$ cat config.mk
export PLATFORM = sky130hd
export DESIGN_NAME = imem_responder
export DESIGN_NICKNAME = d
export VERILOG_FILES = /design/src/rtl/imem_responder.sv
export SDC_FILE = /design/constraint.sdc
export NUM_CORES = 2
export LEC_CHECK = 0
export CORE_ASPECT_RATIO = 1.4
export CORE_UTILIZATION = 55
export CTS_BUF_LIST = sky130_fd_sc_hd__clkbuf_16
export CTS_CLUSTER_SIZE = 24
export DETAILED_ROUTE_END_ITERATION = 6
export PLACE_DENSITY = 0.76
export SYNTH_ARGS = -nofsm -noshare
export SYNTH_HDL_FRONTEND = slang
export SYNTH_SLANG_ARGS = --single-unit
$ cat constraint.sdc
create_clock -name clk -period 5 [get_ports clk]
set_input_delay 0.5 -clock clk [delete_from_list [all_inputs] [get_ports clk]]
set_output_delay 0.5 -clock clk [all_outputs]
set_load 0.02 [all_outputs]
$ cat src/rtl/imem_responder.sv
// Instruction-fetch memory responder: word array, fetch FSM with programmable wait states, and a side load port.
// Latency: a request accepted in cycle T is answered with a one-cycle imem_data_valid strobe in cycle T+1+LATENCY.
// Backpressure: none on the response; the requester holds imem_addr_valid until the strobe, and dropping it early aborts.
//
// Ports:
//   clk, rst          clock and synchronous active-high reset
//   imem_addr         fetch byte address, held while imem_addr_valid=1
//   imem_addr_valid   level request, held until imem_data_valid
//   imem_data         fetched word, zero outside the response cycle
//   imem_data_valid   one-cycle response strobe
//   imem_fault        set with imem_data_valid when the request faulted
//   load_we           write one word into storage
//   load_addr         byte address of the load word, bits [2:0] ignored
//   load_data         word to write
//   resp_count        completed responses, wraps at 2^32
module imem_responder #(
  parameter int unsigned NUM_BYTES = 256,
  parameter int unsigned LATENCY   = 2,
  parameter logic [63:0] ADDR_BASE = 64'h0
) (
  input  logic        clk,
  input  logic        rst,
  input  logic [63:0] imem_addr,
  input  logic        imem_addr_valid,
  output logic [63:0] imem_data,
  output logic        imem_data_valid,
  output logic        imem_fault,
  input  logic        load_we,
  input  logic [63:0] load_addr,
  input  logic [63:0] load_data,
  output logic [31:0] resp_count
);

  localparam int unsigned NUM_WORDS   = NUM_BYTES / 8;
  localparam int unsigned IDX_W       = (NUM_WORDS > 1) ? $clog2(NUM_WORDS) : 1;
  localparam logic [60:0] NUM_WORDS_W = 61'(NUM_WORDS);
  localparam logic [3:0]  LAT         = 4'(LATENCY);

  localparam logic [1:0] S_IDLE = 2'd0;
  localparam logic [1:0] S_WAIT = 2'd1;
  localparam logic [1:0] S_RESP = 2'd2;

  // Storage: never reset, so a bench- or boot-loaded image survives rst.
  logic [63:0] mem_q [NUM_WORDS];

  logic [1:0]  state_q, state_d;
  logic [3:0]  cnt_q, cnt_d;
  logic [63:0] word_q, word_d;
  logic        fault_q, fault_d;
  logic [31:0] resp_count_q, resp_count_d;

  // ---------------------------------------------------------------------
  // Fetch address decode
  // ---------------------------------------------------------------------
  // A 65-bit subtraction exposes the borrow, which flags addresses below
  // ADDR_BASE without a constant compare when the base is zero.
  logic [64:0]      fetch_diff;
  logic [63:0]      fetch_off;
  logic [60:0]      fetch_word_off;
  logic             fetch_fault;
  logic [IDX_W-1:0] fetch_idx;
  logic [63:0]      fetch_word;

  always_comb begin
    fetch_diff     = {1'b0, imem_addr} - {1'b0, ADDR_BASE};
    fetch_off      = fetch_diff[63:0];
    fetch_word_off = fetch_off[63:3];
    fetch_idx      = fetch_word_off[IDX_W-1:0];
    // ADDR_BASE is 8-byte aligned, so the offset's low bits equal the
    // address's low bits and serve as the misalignment test.
    fetch_fault    = (fetch_off[2:0] != 3'b000)
                   || fetch_diff[64]
                   || (fetch_word_off >= NUM_WORDS_W);
    // A faulting request never touches storage and returns zero.
    fetch_word     = fetch_fault ? 64'h0 : mem_q[fetch_idx];
  end

  // ---------------------------------------------------------------------
  // Load port decode
  // ---------------------------------------------------------------------
  logic [64:0]      load_diff;
  logic [63:0]      load_off;
  logic [60:0]      load_word_off;
  logic             mem_wr_en_d;
  logic [IDX_W-1:0] mem_wr_idx_d;
  logic [63:0]      mem_wr_dat_d;
  logic             unused_load_lsb;

  always_comb begin
    load_diff     = {1'b0, load_addr} - {1'b0, ADDR_BASE};
    load_off      = load_diff[63:0];
    load_word_off = load_off[63:3];
    mem_wr_idx_d  = load_word_off[IDX_W-1:0];
    mem_wr_dat_d  = load_data;
    // Out-of-range loads are dropped without any indication.
    mem_wr_en_d   = load_we && !load_diff[64] && (load_word_off < NUM_WORDS_W);
  end

  // Byte-within-word bits of a load address carry no meaning.
  assign unused_load_lsb = ^load_off[2:0];

  // Write lands at the clock edge; a fetch accepted in the same cycle has
  // already captured the old word through the combinational read above.
  always_ff @(posedge clk) begin
    if (mem_wr_en_d) begin
      mem_q[mem_wr_idx_d] <= mem_wr_dat_d;
    end
  end

  // ---------------------------------------------------------------------
  // Fetch FSM
  // ---------------------------------------------------------------------
  always_comb begin
    state_d      = state_q;
    cnt_d        = cnt_q;
    word_d       = word_q;
    fault_d      = fault_q;
    resp_count_d = resp_count_q;

    case (state_q)
      S_IDLE: begin
        if (imem_addr_valid) begin
          // Read data and fault are frozen here; later loads cannot
          // change what this request returns.
          word_d  = fetch_word;
          fault_d = fetch_fault;
          cnt_d   = LAT;
          state_d = (LAT == 4'd0) ? S_RESP : S_WAIT;
        end
      end

      S_WAIT: begin
        cnt_d = cnt_q - 4'd1;
        if (!imem_addr_valid) begin
          // Requester withdrew: abandon silently, nothing counted.
          state_d = S_IDLE;
        end else if (cnt_q <= 4'd1) begin
          state_d = S_RESP;
        end
      end

      S_RESP: begin
        resp_count_d = resp_count_q + 32'd1;
        // Always revisit IDLE so a still-held request is treated as new.
        state_d      = S_IDLE;
      end

      default: begin
        state_d = S_IDLE;
      end
    endcase
  end

  always_ff @(posedge clk) begin
    if (rst) begin
      state_q      <= S_IDLE;
      cnt_q        <= 4'd0;
      word_q       <= 64'h0;
      fault_q      <= 1'b0;
      resp_count_q <= 32'd0;
    end else begin
      state_q      <= state_d;
      cnt_q        <= cnt_d;
      word_q       <= word_d;
      fault_q      <= fault_d;
      resp_count_q <= resp_count_d;
    end
  end

  // Outputs are gated by the RESP state so they read zero in every other
  // cycle, including straight after reset or an abort.
  assign imem_data_valid = (state_q == S_RESP);
  assign imem_data       = imem_data_valid ? word_q : 64'h0;
  assign imem_fault      = imem_data_valid && fault_q;
  assign resp_count      = resp_count_q;

endmodule

==> metrics.txt <==
crit path kind flip-flop to output pin; Rel. slew slack about 18%; Initial DRC Count 4642; unrepaired setup endpoints after global routing false; H-tree depth 4; first-pass GRT wire length ~290000 um; detailed placement HPWL between 100000 and 150000 um; top cells by area, synth edfxtp_1, mux4_2, mux2i_1; initial antenna violation count 13; layout cell share with drive strength beyond 1 ~15%; number of global-route vias before repair 44800; Worst Setup End Kind output pin; Die W approximately 330 um; fmax around 280 MHz; Area Overhead vs Synth 14.7%; worst hold path class input pin to flip-flop; Place WS between 800 and 900 ps; placed cells ~6400; PortBufs between 200 and 300; Cell Area, Placed about 90000 um2; Top FF cell, synth edfxtp_1; setup TNS 0 ps; Worst-path clk slew 60 ps; cts repair resizes 0; CTS tree done; Final Max Slew Viols 0; period utilization 71.5%; Worst Tran Pin Value between 1000 and 1500 ps; flop-to-flop setup slack around 2100 ps; synth warn 0; Root Driver clkbuf_16; Final ANT Viol Nets 0; via count 44100; Final Instance Area about 95000 um2; Final setup viols 0; Post-CTS Setup Bufs 0; drt wl/cell 30.2 um; gate count of the mapped netlist around 4300; Num CTS Buffers about 190; WP data arrival about 3100 ps; RD Place Congestion 0.863; Tot GR Track Use between 20% and 30%; post-synth cell types 56; Die H about 460 um; drt drc 0; Hold-fix buffers, CTS 0; Leak Pwr slightly above 30 nW; Max Clock Skew ~25 ps; max-cap viol count 0; largest net degree at the start of global routing 112; net count after synthesis 4479; Core Region about 150000 um2; commonest non-fill, non-tap cell in the layout edfxtp_1; Finished Layout Cells 6724; Routed Wire Length between 200000 and 250000 um; Seq/Total Area, Yosys approximately three quarters; vias per cell about 6.6; final net count 4804; Seq cells post-synth approximately 2200; count of flip-flops with a built-in enable after synthesis 2048; CTS sink count approximately 2200; gr ovfl total 0; Final Hold Viols 0; I/O pin cnt roughly 300; drt pass-1 iters 7; status finished clean; CTS Buffer Depth 3; # rows ~170; CP max FO 27; Worst Hold Slack around 330 ps; fillers approximately 9800; Skew-Pair Late Insertion Delay between 800 and 900 ps; Final Critical Period roughly 3600 ps; Initial Util 55.4%; ys async rst share 0%; most frequent cells in the layout edfxtp_1, mux2i_1, clkdlybuf4s50_1; CP Data Required Time ~4500 ps; Yosys top cell by area edfxtp_1; Post-Syn Area roughly 83000 um2; Avg Inst Size Synth between 15 and 20 um2; Die ar. approximately 150000 um2; Pwr per Cell Area 376 nW/um2; Synth top area share between 70% and 80%; final setup margin roughly 1400 ps; CP startpoint kind flip-flop; maximum VDD drop between 0.3 and 0.4 mV
==> registers in the layout (all words and copies together) (netlist names) <==
signal,cells
fault_q,1
resp_count,32
word_q,64
mem_q,2048
state_q,2
cnt_q,4
==> where the power goes <==
group	internal [mW]	total (mW)	switching, mW
clock network	8.03	14.4	6.35
registers	19.7	19.7	0.00369
logic	0.647	1.66	1.02
total	28.4	35.8	7.37
==> synth_stat cells (3+ instances only) <==
cell type  count
nand4_1       16
a21boi_0      10
nor2_1       129
nand3_1       13
mux4_2       256
nand2b_1      14
buf_2         80
nor4b_1        4
ha_1           3
nor2b_1        6
o22ai_1      123
or3_1          5
clkbuf_1     150
and2_1        68
a21oi_1      124
o21ai_0       18
edfxtp_1    2048
nor4_1        31
nor3_1         6
o221ai_1     192
dfxtp_1      103
buf_4         11
o21bai_1      60
xnor2_1       10
mux2_2        31
a211o_1        5
or2_2          3
inv_1         14
nand2_1       20
xor2_1        11
buf_1         23
o211ai_1      49
a221oi_1      16
mux2i_1      484
nand3b_1      52
or4_1          3
a32o_1        64
==> worst max-delay path: stages, from the launching register on <==
cell             delay, ps
dfxtp_1                450
and2b_4                380
buf_4                  430
and2_1                 320
clkdlybuf4s50_1        650
==> metal layers <==
metal | vias up | global-route usage [%] | wire (um)
li1 | 18500 | - | -
met1 | 22800 | 34.6 | 74200
met2 | 2420 | 45.4 | 102000
met3 | 409 | 5.05 | 19600
met4 | 12 | 9.59 | 6510
met5 | - | 0 | 77
==> layout make-up <==
cell class	count	area [um2]	area share [%]
multi-input cells	1849	18600	19.5
clock inverters	157	1360	1.43
clock buffers	191	4780	5.02
flip-flops and latches	2151	63600	66.8
inverters	14	55.1	0.0578
well taps	1955	2450	2.57
repair buffers	402	4450	4.67
diodes	5	12.5	0.0131
==> logic make-up after synthesis <==
family,after synthesis,synth area share [%]
simple gates,390,2.63
fa+ha+maj,3,0.0452
buf+inv,280,1.45
compound gates,664,5.90
flops,2151,76.5
mux,771,13.2
xor+xnor,21,0.222
==> metrics by stage <==
step                      power [mW]  util [%]
after floorplan                 21.0         -
after global placement          21.7      59.4
after detailed placement        21.8      59.4
after CTS                       35.9      63.5
after global routing            36.7      63.5
final                           35.8      63.5
==> path summary, 6_finish.rpt <==
check                                     start            end  depth (start not counted)
worst min register to register       word_q[61]     word_q[61]                          1
worst min-delay path            imem_addr_valid     state_q[1]                          2
worst max register to register       state_q[1]     word_q[32]                          6
worst max-delay path                 state_q[1]  imem_data[25]                          4
(Power assumes the default switching activity.)
